==> src/rtl/signext_inv.sv <==
// 16-to-8 signed saturating narrowing stage with skid-buffered output
// and sticky/counted saturation statistics.
module signext_inv #(
  parameter int CNT_WIDTH = 16
) (
  input  logic                 clk,
  input  logic                 rst_n,
  input  logic                 in_valid,
  output logic                 in_ready,
  input  logic [15:0]          in_data,
  output logic                 out_valid,
  input  logic                 out_ready,
  output logic [7:0]           out_data,
  output logic                 out_sat,
  input  logic                 clr_stats,
  output logic                 sat_sticky,
  output logic [CNT_WIDTH-1:0] sat_count
);

  typedef enum logic [1:0] {
    EMPTY,
    ONE,
    FULL
  } state_t;

  state_t     state;
  logic [7:0] skid_data;
  logic       skid_sat;

  logic       fits;
  logic [7:0] nar_data;
  logic       nar_sat;
  logic       accept;
  logic       deliver;

  // Value fits in 8 bits iff bits 15..7 are a pure sign run
  assign fits     = (in_data[15:7] == '0) || (in_data[15:7] == '1);
  assign nar_sat  = !fits;
  assign nar_data = fits        ? in_data[7:0] :
                    in_data[15] ? 8'h80 : 8'h7F;

  assign in_ready  = rst_n && (state != FULL);
  assign out_valid = (state != EMPTY);
  assign accept    = in_valid && in_ready;
  assign deliver   = out_valid && out_ready;

  always_ff @(posedge clk) begin
    if (!rst_n) begin
      state     <= EMPTY;
      out_data  <= 8'h00;
      out_sat   <= 1'b0;
      skid_data <= 8'h00;
      skid_sat  <= 1'b0;
    end else begin
      unique case (state)
        EMPTY: begin
          if (accept) begin
            out_data <= nar_data;
            out_sat  <= nar_sat;
            state    <= ONE;
          end
        end
        ONE: begin
          if (accept && deliver) begin
            out_data <= nar_data;
            out_sat  <= nar_sat;
          end else if (accept) begin
            skid_data <= nar_data;
            skid_sat  <= nar_sat;
            state     <= FULL;
          end else if (deliver) begin
            state <= EMPTY;
          end
        end
        FULL: begin
          if (deliver) begin
            out_data <= skid_data;
            out_sat  <= skid_sat;
            state    <= ONE;
          end
        end
        default: state <= EMPTY;
      endcase
    end
  end

  // Stats track acceptance; a clear in the same cycle wins
  always_ff @(posedge clk) begin
    if (!rst_n) begin
      sat_sticky <= 1'b0;
      sat_count  <= '0;
    end else if (clr_stats) begin
      sat_sticky <= 1'b0;
      sat_count  <= '0;
    end else if (accept && nar_sat) begin
      sat_sticky <= 1'b1;
      if (sat_count != '1)
        sat_count <= sat_count + CNT_WIDTH'(1);
    end
  end

endmodule

==> config.mk <==
export PLATFORM = sky130hd
export DESIGN_NAME = signext_inv
export DESIGN_NICKNAME = d
export VERILOG_FILES = /design/src/rtl/signext_inv.sv
export SDC_FILE = /design/constraint.sdc
export NUM_CORES = 1
export LEC_CHECK = 0
export BUFFER_PORTS_ARGS = -buffer_cell sky130_fd_sc_hd__buf_2
export CAP_MARGIN = 10
export CORE_MARGIN = 2
export CORE_UTILIZATION = 45
export DETAILED_ROUTE_END_ITERATION = 16
export HOLD_SLACK_MARGIN = 0.1
export PLACE_DENSITY = 0.73
export SETUP_SLACK_MARGIN = 0.4
export SLEW_MARGIN = 20
export SYNTH_ARGS = -nofsm -noshare
export SYNTH_HDL_FRONTEND = slang
export SYNTH_SLANG_ARGS = --single-unit
==> constraint.sdc <==
create_clock -name clk -period 3.2 [get_ports clk]
set_clock_uncertainty 0.1 [all_clocks]
set_input_delay 0.96 -clock clk [delete_from_list [all_inputs] [get_ports clk]]
set_output_delay 0.96 -clock clk [all_outputs]
set_load 0.01 [all_outputs]
==> Word-level counts from Yosys, hierarchy flattened <==
Cells that the tools add are included.
{ "totals": {"regBits": 37, "inputBits": 21, "elab_cells": 52, "output_inout_bits": 28} }
{ "classes": {"eq_ne": 10, "bitwise": 2, "addsub": 1, "n_reduce_logical": 16, "muxes": 16} }
{ "op_table": {"columns": ["cell", "n"], "rows": [
  ["8-bit 2-to-1 mux", 5],
  ["8-bit case mux with 3 select lines", 1],
  ["16-bit by 1-bit adder with 16-bit output (second input constant)", 1],
  ["16-bit != test (second input constant)", 1],
  ["2-bit 2-to-1 mux", 5],
  ["2-bit != test (second input constant)", 5],
  ["9-bit equality test (second input constant)", 1],
  ["9-bit zero test", 1],
  ["4-bit AND reduction", 2],
  ["2-bit case mux with 3 select lines", 1],
  ["1-bit logical AND", 5],
  ["1-bit 2-to-1 mux", 3],
  ["3-bit != test (second input constant)", 1],
  ["1-bit case mux with 3 select lines", 1],
  ["3-bit AND reduction", 1],
  ["3-bit nonzero test", 1],
  ["2-bit by 1-bit equality test with 1-bit output (second input constant)", 1],
  ["2-bit equality test (second input constant)", 1],
  ["2-bit zero test", 1],
  ["1-bit inverter", 2],
  ["2-bit AND reduction", 1],
  ["2-bit nonzero test", 1],
  ["2-bit OR reduction", 1],
  ["1-bit zero test", 1],
  ["1-bit logical OR", 1]
]} }

==> Logic depth before layout (Yosys ltp) <==
Gate-level depths: netlist (run 1).
{ "depth": {"word_depth": 6, "ltp_mapped": 7, "depth_no_buf": 6} }

==> Worst setup path before layout (run 1) <==
Ideal clock, no wire load.
{ "synth_path": {"path_kind": "input to output", "start": "in rst_n", "end": "out in_ready", "arrival_ns": 1.575, "required_time_ns": 2.140, "setup_slack_ns": 0.565, "n_path_buf": 2, "cell_stages": 3, "cell_sequence": "buf_2 clkbuf_1 and2_1"} }
{ "synth_between": {"elab_chain_len": 1} }
{ "synth_lines": {"columns": ["item", "line_no", "source"], "rows": [
  ["start: declaration", "7", "input logic rst_n,"],
  ["1-bit logical AND", "42", "assign in_ready = rst_n && (state != FULL);"],
  ["end: declaration", "9", "output logic in_ready,"]
]} }
No other way between the ends.

==> Final worst setup path (run 1) <==
{ "layout_path": {"start": "reg state[1]", "end": "out in_ready"} }
{ "layout_between": {"elab_chain_len": 2} }
{ "layout_lines": {"columns": ["item", "line_no", "source"], "rows": [
  ["start: declaration", "26", "state_t state;"],
  ["start signal: assignment", "49", "state <= EMPTY;"],
  ["start signal: assignment", "60", "state <= ONE;"],
  ["start signal: assignment", "70", "state <= FULL;"],
  ["2-bit != test", "42", null],
  ["1-bit logical AND", "42", null]
]} }
No other way between the ends.

==> results of run 1 <==
metal layers:
layer,track usage,share of wire,vias to the layer above
met5,0,0,-
met4,0.0450,0.0070,0
met1,0.283,0.49,879
met3,0.0444,0.056,5
li1,-,-,963
met2,0.296,0.44,53
worst max-delay path, cell delays in order, from the launching register on:
cell and delay [ps]:
dfxtp_1 450, or2b_2 480, and2_1 210, buf_2 130
power groups by stage:
stage                     registers, mW  logic [mW]  clock network, mW
after floorplan                   0.496      0.0482                  0
after global placement            0.492      0.0908                  0
after detailed placement          0.493      0.0920                  0
after CTS                         0.482      0.0923              0.365
after global routing              0.484       0.104              0.388
final                             0.482      0.0926              0.362
cell families (layout without fill, tap and decap cells):
logic type,after synthesis,count (layout),share of synthesized area
compound gates,72,72,0.233
fa+ha+maj,1,1,0.00675
buf+inv,14,63,0.0358
flops,37,37,0.399
mux,4,4,0.0223
simple gates,105,105,0.302
worst paths after layout:
path | startpoint | end | depth (start not counted)
min reg2reg | out_data[6] | out_data[6] | 2
min | out_data[6] | out_data[6] | 2
max reg2reg | state[1] | sat_count[11] | 5
max | state[1] | in_ready | 3
state kept, by name, summed over array words and instances (netlist names):
| signal | flops |
|---|---|
| sat_count | 16 |
| skid_sat | 1 |
| out_sat | 1 |
| state | 2 |
| skid_data | 8 |
| out_data | 8 |
| sat_sticky | 1 |
final cells by class:
| class | instances | area, µm² |
|---|---|---|
| sequential | 37 | 741 |
| tap | 50 | 62.6 |
| clock inverter | 1 | 5.00 |
| fill | 372 | 1730 |
| timing repair buffer | 52 | 270 |
| clock buffer | 7 | 96.3 |
| inverter | 3 | 11.3 |
| multi-input combinational | 182 | 1050 |
cells in the final DEF, fill, tap and decap left out, types with 4 or more instances in the layout:
master / netlist / layout
o21ai_0: 22 / 22
a21oi_1: 25 / 25
and2_1: 4 / 4
o221ai_1: 7 / 7
nand3_1: 15 / 15
o31ai_1: 9 / 9
buf_2: 2 / 48
buf_4: 1 / 4
or4_1: 11 / 11
or3_1: 5 / 5
nand4_1: 4 / 4
clkbuf_8: 0 / 7
nor2b_1: 4 / 4
nor2_1: 26 / 26
dfxtp_1: 37 / 37
nand2_1: 14 / 14
nand2b_1: 5 / 5
==> impl_metrics.ini, run 1 <==
[run_status]
status = finished clean

[yosys]
yosysMostFrequentCell = dfxtp_1
ys.flop_type = dfxtp_1
netlist_area_um2 = 1850
synth_area_per_cell_um2 = 7.96
synth_edf_count = 0
yosysSeqAreaShare = 0.399
synth_commonest_cells = dfxtp_1 (37), nor2_1 (26), a21oi_1 (25), o21ai_0 (22), nand3_1 (15)
synth_cell_type_count = 38
synthTopCellsByArea = dfxtp_1 (40%), a21oi_1 (6.7%), o21ai_0 (5.9%)
synth_nets = 255
synth_async_sr_flop_share = 0
syn_inst = 233
synth_top_area_share = 0.399
yosysWarnings = 0
ys_ff_latch = 37
yosysTopAreaCell = dfxtp_1

[sta]
setup_violations = 0
max_freq_mhz = 382
slew_violations = 0
hold-worst-slack_ps = 388
fin_crit_sh = 0.818
finalSetupTns_ps = 0
hold_violations = 0
worst_pin_slew_ps = 604
period_needed_ps = 2620
worst_slack_ps = 581
relSlewSlack = 0.594
rsz0062_at_grt = false

[setup_path]
cp_data_required_time_ps = 2140
critical_path.max_fanout = 20
worstPathArrival_ps = 1560
worstSetupPathType = flop to output pin
cp-start-kind = flop
reg2reg_setup_slack_ps = 860
critPathCaptureType = output pin

[pwr]
peakVddDrop_uv = 351
power.internal_mw = 0.709
power_frac_clock = 0.386
finalPower_mw = 0.936
pwr-share-seq = 0.515
leakage_nw = 0.923
powerDensity_nw_per_um2 = 418
combPwrFrac = 0.099
p_sw_frac = 0.243
p_switching_mw = 0.227

[die]
fp.dieH_um = 68.2
dieWidth_um = 68.2
initial_utilization = 0.467
rows = 23
dieArea_um2 = 4650
coreArea_um2 = 3970
ioPinCount = 49

[global_route]
first_global_vias = 1530
grt_pass1_wl_um = 6930
antenna_found_initial = 0
grt_overflow = 0
grt_usage = 0.196
grt_max_degree = 21

[clock_network]
cts_setup_buffers = 0
postCtsHoldBufs = 0
clockBufferDepth = 2
htree_levels = 2
cts_resized = 0
cts_made_buffers = 5
cts_root_buffer = clkbuf_8
cts_tree = done
clkLatencyLatePin_ps = 290
cts.sinks = 37
clk_pin_slew_ps = 70

[route]
num_vias = 1900
vias_per_cell = 5.72
first_iter_violations = 177
ant_nets = 0
routed_wl_um = 4450
dr.pass1.iters = 4
drc = 0
wl_per_cell_um = 13.4

[final_layout]
areaGrowthSynthToFinish_pct = 20.7
final_nets = 303
final_cells = 332
drive_above_1_share = 0.241
post-route-util = 0.564
diodes = 0
fin_area_um2 = 2240

[placed_design]
place_congestion = 0.854
placed_area_um2 = 2130
io_buffers = 48
place_hpwl_um = 3190
pre_cts_ws_ps = 215
dp.cells = 324

[run]
maxCapViolations = 0

[min_path]
hold_path_class = flop to flop
No activity file was read; power rests on OpenSTA's default activity.
==> run 2, diff against run 1 <==
ABC_AREA = 1   (was default)
PLACE_DENSITY = 0.74   (was 0.73)
clock period = 2.4 ns   (was 3.2 ns; I/O delays follow)
==> impl_metrics.ini, run 2 <==
[sta]
setup_violations = 0
fin_crit_sh = 0.808
worst_slack_ps = 460
max_freq_mhz = 515
period_needed_ps = 1940
relSlewSlack = 0.654
worst_pin_slew_ps = 517
finalSetupTns_ps = 0
slew_violations = 0
hold_violations = 0
hold-worst-slack_ps = 397
rsz0062_at_grt = false

[final_layout]
final_nets = 397
multi_input_area_um2 = 1210
largest_reg_flops = 16
areaGrowthSynthToFinish_pct = 20.4
final_common_cell = nand2_1
layout_common_cells = nand2_1 (89), buf_2 (47), nor2_1 (39), a21oi_1 (36)
post-route-util = 0.553
diodes = 0
drive_above_1_share = 0.229
largest_register = sat_count
seq_area_um2 = 743
fillers = 454
reg_top3 = sat_count (16), out_data (8), skid_data (8)

[setup_path]
reg2reg_setup_slack_ps = 640
critical_path.max_fanout = 13
path_delay_family = buffers and inverters
critPathCaptureType = output pin
worstPathArrival_ps = 1120
r2r-end = sat_count[2]
startpoint = rst_n
cp-start-kind = input port
reg2reg_from = sat_count[0]
r2r_cells = 6
worst-path-buf-inv = 3
cp_data_required_time_ps = 1580
path_cells = buf_6 > inv_1 > nor2_1 > buf_2
crit_path_max_incr_delay_ps = 130
crit_slowest_cell = buf_2
worstSetupPathType = input port to output pin

[yosys]
synth_cell_type_count = 30
netlist_area_um2 = 2130
yosysTopAreaCell = dfxtp_1
synth_edf_count = 0
yosysWarnings = 0
synth_async_sr_flop_share = 0
yosysSeqAreaShare = 0.348
ys.flop_type = dfxtp_1
ys_ff_latch = 37
synthTopCellsByArea = dfxtp_1 (35%), nand2_1 (16%), a21oi_1 (8.5%)
synth_commonest_cells = nand2_1 (89), nor2_1 (39), dfxtp_1 (37), a21oi_1 (36), inv_1 (35)
synth_top_area_share = 0.348
synth_nets = 347
syn_inst = 325
synth_area_per_cell_um2 = 6.54
yosysMostFrequentCell = nand2_1

[route]
routed_wl_um = 5140
num_vias = 2185
vias_per_cell = 5.08
ant_nets = 0
dr.pass1.iters = 4
drc = 0
wl_per_cell_um = 11.9
first_iter_violations = 144

[pwr]
powerDensity_nw_per_um2 = 531
leakage_nw = 1.22
peakVddDrop_uv = 297

[global_route]
first_global_vias = 1888
grt_max_degree = 21
grt_pass1_wl_um = 8520
grt_overflow = 0
antenna_found_initial = 0
grt_usage = 0.203

[die]
rows = 25
dieWidth_um = 72.8
fp.dieH_um = 72.8
ioPinCount = 49
initial_utilization = 0.459
dieArea_um2 = 5290
coreArea_um2 = 4630

[clock_network]
clockBufferDepth = 2
cts_made_buffers = 5
cts_setup_buffers = 0
clk_pin_slew_ps = 80
htree_levels = 2
postCtsHoldBufs = 0
cts_tree = done
cts_root_buffer = clkbuf_8
cts.sinks = 37
clkLatencyLatePin_ps = 300

[placed_design]
place_hpwl_um = 3700
place_congestion = 0.875
pre_cts_ws_ps = 284
io_buffers = 48

[min_path]
hold_path_class = flop to flop
holdPathEnd = out_data[7]
holdPathStages = 2
worstHoldStart = out_data[7]

[run_status]
status = finished clean

[run]
maxCapViolations = 0
## run 2: changes by cell type after synthesis, moves of 7 or more
cell      previous run  this run
nor2_1              26        39
a21oi_1             25        36
inv_1                3        35
o21ai_1              0         8
o21ai_0             22        13
or4_1               11         0
o31ai_1              9         0
o221ai_1             7         0
nand2_1             14        89
## run 2: cell type report
class | count | share of cell area
clock inverter | 2 | 0.0147
sequential | 37 | 0.290
multi-input combinational | 240 | 0.474
timing repair buffer | 49 | 0.0992
tap | 54 | 0.0264
clock buffer | 6 | 0.0323
inverter | 42 | 0.0630
## run 2: where the power goes
group | leakage, nW | internal (mW) | total (mW) | switching [mW]
clock | 0.0574 | 0.338 | 0.579 | 0.241
combinational | 0.862 | 0.0506 | 0.137 | 0.0863
sequential | 0.301 | 0.632 | 0.642 | 0.0107
## run 2: how the worst max path moves through the flow
stage                    to  slack [ps]  cells past startpoint
2_1_floorplan      in_ready         410                      3
3_3_place_gp       in_ready         340                      4
3_5_place_dp   sat_count[3]         280                      6
4_1_cts            in_ready         410                      5
5_1_grt            in_ready         420                      5
6_report           in_ready         460                      4
## run 2: worst register-to-register path, delay by kind of cell (launching register included)
family          cells  cell delay, ps
simple gates        4             790
flops               1             430
fa+ha+maj           1             230
compound gates      1              70
## run 2: kinds of logic (layout without fill, tap and decap cells)
kind of cell,count (synthesis),in the layout,share of synthesized area
and+or+nand+nor,168,169,0.367
buffers and inverters,49,99,0.0929
AOI/OAI and AO/OA,62,62,0.153
xor gates and xnor gates,8,8,0.0329
DFF,37,37,0.348
adders and majority gates,1,1,0.00588
## run 2: per-stage QoR
step / std cells / area, µm² / power (mW)
global placement: 421 / 2400 / 0.787
floorplan: 325 / 2130 / 0.735
CTS: 429 / 2540 / 1.36
global route: 430 / 2560 / 1.41
finish: 430 / 2560 / 1.36
detailed placement: 421 / 2400 / 0.789
## run 2: timing repair
item,4_1_cts,5_1_grt
endpoints found under the setup margin,1,1
pin swaps,0,1
gates resized for setup,3,4
gates cloned,0,1
## run 2: routing by layer
layer,up-vias,GRT usage,share of wire
met5,-,0,0
met4,0,0.0617,0.012
met3,5,0.0428,0.044
met2,47,0.329,0.48
met1,992,0.272,0.47
li1,1141,-,-
